`config.mk`:
```
export PLATFORM = sky130hd
export DESIGN_NAME = acc_reg
export DESIGN_NICKNAME = d
export VERILOG_FILES = /design/src/rtl/acc_reg.sv
export SDC_FILE = /design/constraint.sdc
export NUM_CORES = 1
export LEC_CHECK = 0
export CAP_MARGIN = 30
export CORE_MARGIN = 4
export CORE_UTILIZATION = 35
export DETAILED_ROUTE_END_ITERATION = 10
export GPL_TIMING_DRIVEN = 0
export PLACE_DENSITY_LB_ADDON = 0.12
export SYNTH_ARGS = -nofsm -noshare
export SYNTH_HDL_FRONTEND = slang
export SYNTH_SLANG_ARGS = --single-unit
```
`constraint.sdc`:
```
create_clock -name clk -period 3 [get_ports clk]
set_clock_uncertainty 0.1 [all_clocks]
set_input_delay 0.75 -clock clk [delete_from_list [all_inputs] [get_ports clk]]
set_output_delay 0.75 -clock clk [all_outputs]
set_load 0.02 [all_outputs]
```
`src/rtl/acc_reg.sv`:
```
// acc_reg: 9-bit accumulator register with load, add-result load and
// logical right shift commands (priority load > ad > sh).
//
// Ports:
//   clk     in   1  sole clock, rising edge
//   rst     in   1  asynchronous active-high reset, clears the register
//   entrada in   9  data source for load (low nibble) and ad (upper field)
//   load    in   1  ACC <= {5'b0, entrada[3:0]}
//   sh      in   1  ACC <= {1'b0, ACC[8:1]}
//   ad      in   1  ACC[8:4] <= entrada[8:4], ACC[3:0] kept
//   saida   out  9  register contents, driven straight from the flops
module acc_reg (
    input  logic       clk,
    input  logic       rst,
    input  logic [8:0] entrada,
    input  logic       load,
    input  logic       sh,
    input  logic       ad,
    output logic [8:0] saida
);

    logic [8:0] acc_q;
    logic [8:0] acc_d;

    // Commands are not mutually exclusive, so the if-chain encodes priority.
    always_comb begin
        acc_d = acc_q;
        if (load) begin
            acc_d = {5'b00000, entrada[3:0]};
        end else if (ad) begin
            acc_d = {entrada[8:4], acc_q[3:0]};
        end else if (sh) begin
            // Zero fill: repeated shifts settle at zero, never rotate.
            acc_d = {1'b0, acc_q[8:1]};
        end
    end

    always_ff @(posedge clk or posedge rst) begin
        if (rst) begin
            acc_q <= 9'b000000000;
        end else begin
            acc_q <= acc_d;
        end
    end

    assign saida = acc_q;

endmodule

```
[After elaboration in Yosys (flattened, before gate mapping)]
Cells that the tools add are included.
Storage, ports and cells
  logic and storage cells: 9
  register bits after elaboration: 9
  output and inout port bits: 9
  bits of input ports: 14
Cells by class
  eq/ne operators: 1
  reductions and logical operators: 3
  muxes and demuxes: 3
Operator list (count)
  2-to-1 mux 9 bit: 3
  nonzero test 3 bit: 1
  inequality test 2 bit (second input constant): 1
  AND reduction 2 bit: 1
  nonzero test 2 bit: 1

[Logic depth before layout (Yosys ltp)]
  depth after elaboration: 3
  gate-level depth with buffers: 3

[Least setup slack after synthesis]
OpenSTA, ideal clock, no wires.
  path kind: input-to-reg
  start: input port sh
  end: register acc_q[8] (netlist: saida[8])
  cell stages on the path: 3
  slack: 1.438 ns
  required time: 2.827 ns
  setup time: 0.073 ns
  arrival time: 1.389 ns
  cell sequence: buf_4 or3b_4 a21oi_2
Between the ends
  word-level cells in the longest chain between the ends: 1
Ends and longest elaborated chain
  start, declared: RTL line 17  | input logic sh,
  nonzero test 3 bit (no line)
  end signal, assigned: RTL line 40  | acc_q <= 9'b000000000;
  end signal, assigned: RTL line 42  | acc_q <= acc_d;
  end, declared: RTL line 22  | logic [8:0] acc_q;
Every way passes these cells.
A chain may end at the register's enable or synchronous reset.

[Final worst setup path]
  start: register acc_q[5] (netlist: saida[5])
  end: output port saida[5]
RTL lines
  end, declared: RTL line 19  | output logic [8:0] saida
No word-level cell between the ends.

==> summary.txt <==
Critical path
  • Critical path type: register to output port
  • Max stage delay cell, worst path: clkdlybuf4s50_1
  • Family with the most delay on the worst path: buffers and inverters
  • CP Data Arrival Time: 1.25 ns
  • Critical path required time: 2.15 ns
  • CP startpoint kind: register
  • Max FO, Critical Path: 3
  • R2R cell count: 2
  • Worst setup EP type: output port
  • FF-to-FF Start: saida[8]
  • Cell count along the critical path: 1
  • CP max stage delay: 0.62 ns
  • Sequence of cells on the critical path: clkdlybuf4s50_1
  • CP startpoint: saida[5]
  • Buffers and inverters on the worst path: 1

Yosys
  • Synth Area per Inst: 11.1 um^2
  • Syn Inst Count: 46
  • Synth warn: 0
  • Post-synth cell types: 16
  • Synth area leaders: dfrtp_1 (44%), nand4bb_1 (8.8%), mux2i_1 (7.9%)
  • Post-synthesis sequential area ratio: 44.2%
  • Share of the synthesized area in the top cell type: 44.2%
  • Yosys reg bits: 9
  • Yosys top cell by area: dfrtp_1
  • Syn nets: 60
  • Cell area after synthesis: 509 um^2

Pwr
  • Total power: 0.314 mW
  • Maximum vdd ir drop: 0.000213 V
  • LEAKAGE: 0.319 nW
  • PD cells: 410 nW/um^2

Clock tree
  • TritonCTS Buffers: 3
  • Hold buffers post-CTS: 0
  • CTS tree: yes
  • Setup bufs post-CTS: 0
  • Clk Tree Root Cell: clkbuf_4
  • Worst-skew pair later-pin latency: 0.25 ns
  • Reg clk slew, reported paths: 0.06 ns
  • Post_cts resized: 0
  • Clock buffer depth: 2
  • Sink Count: 9
  • CTS H-tree lvls: 1

STA
  • Max Slew Vio Count: 0
  • RSZ-0062 raised after global routing: false
  • Fin. Hold Viols: 0
  • Fmax achieved: 0.476 GHz
  • Final min period: 2.10 ns
  • Setup ws final: 0.899 ns
  • Setup violators final: 0
  • Worst slew pin tran: 0.338 ns
  • Tcrit/Tclk final: 70.0%
  • Hold_ws: 0.475 ns
  • Slew headroom: 77.4%
  • Setup TNS: 0 ns

Place
  • Placed Area: 738 um^2
  • GP Congestion: 0.700
  • Pre-CTS setup slack: 0.957 ns
  • Placed cells: 82
  • IO buf count: 21
  • HPWL Detailed: 861 um

Floorplanning
  • Core Region: 1330 um^2
  • # rows: 13
  • Die width: 46.1 um
  • I/O pin count: 23
  • Initial Util: 38.2%
  • Die area: 2130 um^2
  • Die Height: 46.1 um

Worst hold path
  • Hold path cells: 2
  • Critical hold path startpoint: saida[0]
  • Hold Path Class: register to register

Layout
  • Largest register FFs: 9
  • Share of cells above drive strength 1: 18.3%
  • Final Util: 57.3%
  • Antenna diodes: 0
  • Commonest non-fill, non-tap cells in the layout: clkdlybuf4s50_1 (21), dfrtp_1 (9), nand2_1 (5)
  • Post-route cell area: 764 um^2
  • Non-filler instance count after layout: 86
  • Syn-to-layout area delta: 50.1%
  • Commonest non-fill, non-tap cell in the layout: clkdlybuf4s50_1
  • Nets@finish: 86

Routing
  • Routed length per instance: 13.4 um
  • DRC Markers: 0
  • Final ANT Viol Nets: 0
  • Drt first pass iters: 4
  • Vias/cell: 5.01
  • Routed wire length: 1.15 mm
  • Vias: 431
  • 1st-iter DRT viols: 4

GRT
  • Initial antenna violation count: 0
  • GR Util All Layers: 12.0%
  • Largest net degree at the start of global routing: 11
  • First-pass GRT wire length: 1.81 mm
  • Vias in the first global route: 405
  • GRT overflow: 0

Flow run
  • Max Cap Viol: 0

Run status
  • Outcome: finished clean
==> report_power, final <==
| part | internal [mW] | leakage [nW] | total (mW) | switching, mW |
|---|---|---|---|---|
| Combinational | 0.0475 | 0.189 | 0.0848 | 0.0373 |
| Clock | 0.0511 | 0.0150 | 0.0902 | 0.0392 |
| Sequential | 0.131 | 0.114 | 0.139 | 0.00721 |
==> worst min-delay path: stages, from the launching register on <==
cell and delay [ns]:
dfrtp_1 0.38, inv_1 0.05, o311ai_1 0.09
==> final cells by class <==
class	count	area (um^2)
fillers	122	569
multi-input cells	31	249
flip-flops and latches	9	225
repair buffers	21	210
clock buffers	4	26.3
plain buffers	3	23.8
well taps	15	18.8
inverters	3	11.3
==> logic make-up (layout without fill, tap and decap cells) <==
| logic type | after synthesis | count (layout) | share of synthesized area (%) |
|---|---|---|---|
| AOI/OAI and AO/OA | 9 | 9 | 13.8 |
| buffers and inverters | 6 | 31 | 6.88 |
| DFF | 9 | 9 | 44.2 |
| and+or+nand+nor | 18 | 18 | 27.3 |
| muxes | 4 | 4 | 7.86 |
==> worst paths after layout <==
path	end	slack, ns
worst max-delay path	saida[5]	0.90
worst min-delay path	saida[0]	0.48
worst max register to register	saida[8]	1.97
worst min register to register	saida[0]	0.48
max in group asynchronous	saida[7]	1.90
min in group asynchronous	saida[2]	0.65
==> Yosys cell counts, drive strengths merged <==
master   number
a211oi        4
a21oi         1
and2b         1
buf           3
dfrtp         9
inv           3
mux2i         4
nand2         5
nand2b        3
nand4bb       4
nor2b         4
o211ai        3
o311ai        1
or3b          1
==> layer usage <==
| metal | part of all wire (%) | track usage (%) |
|---|---|---|
| met1 | 43 | 14.5 |
| met2 | 47 | 19.8 |
| met3 | 9.7 | 3.13 |
| met4 | 0 | 5.11 |
| met5 | 0 | 0 |
No activity file was read; power rests on OpenSTA's default activity.
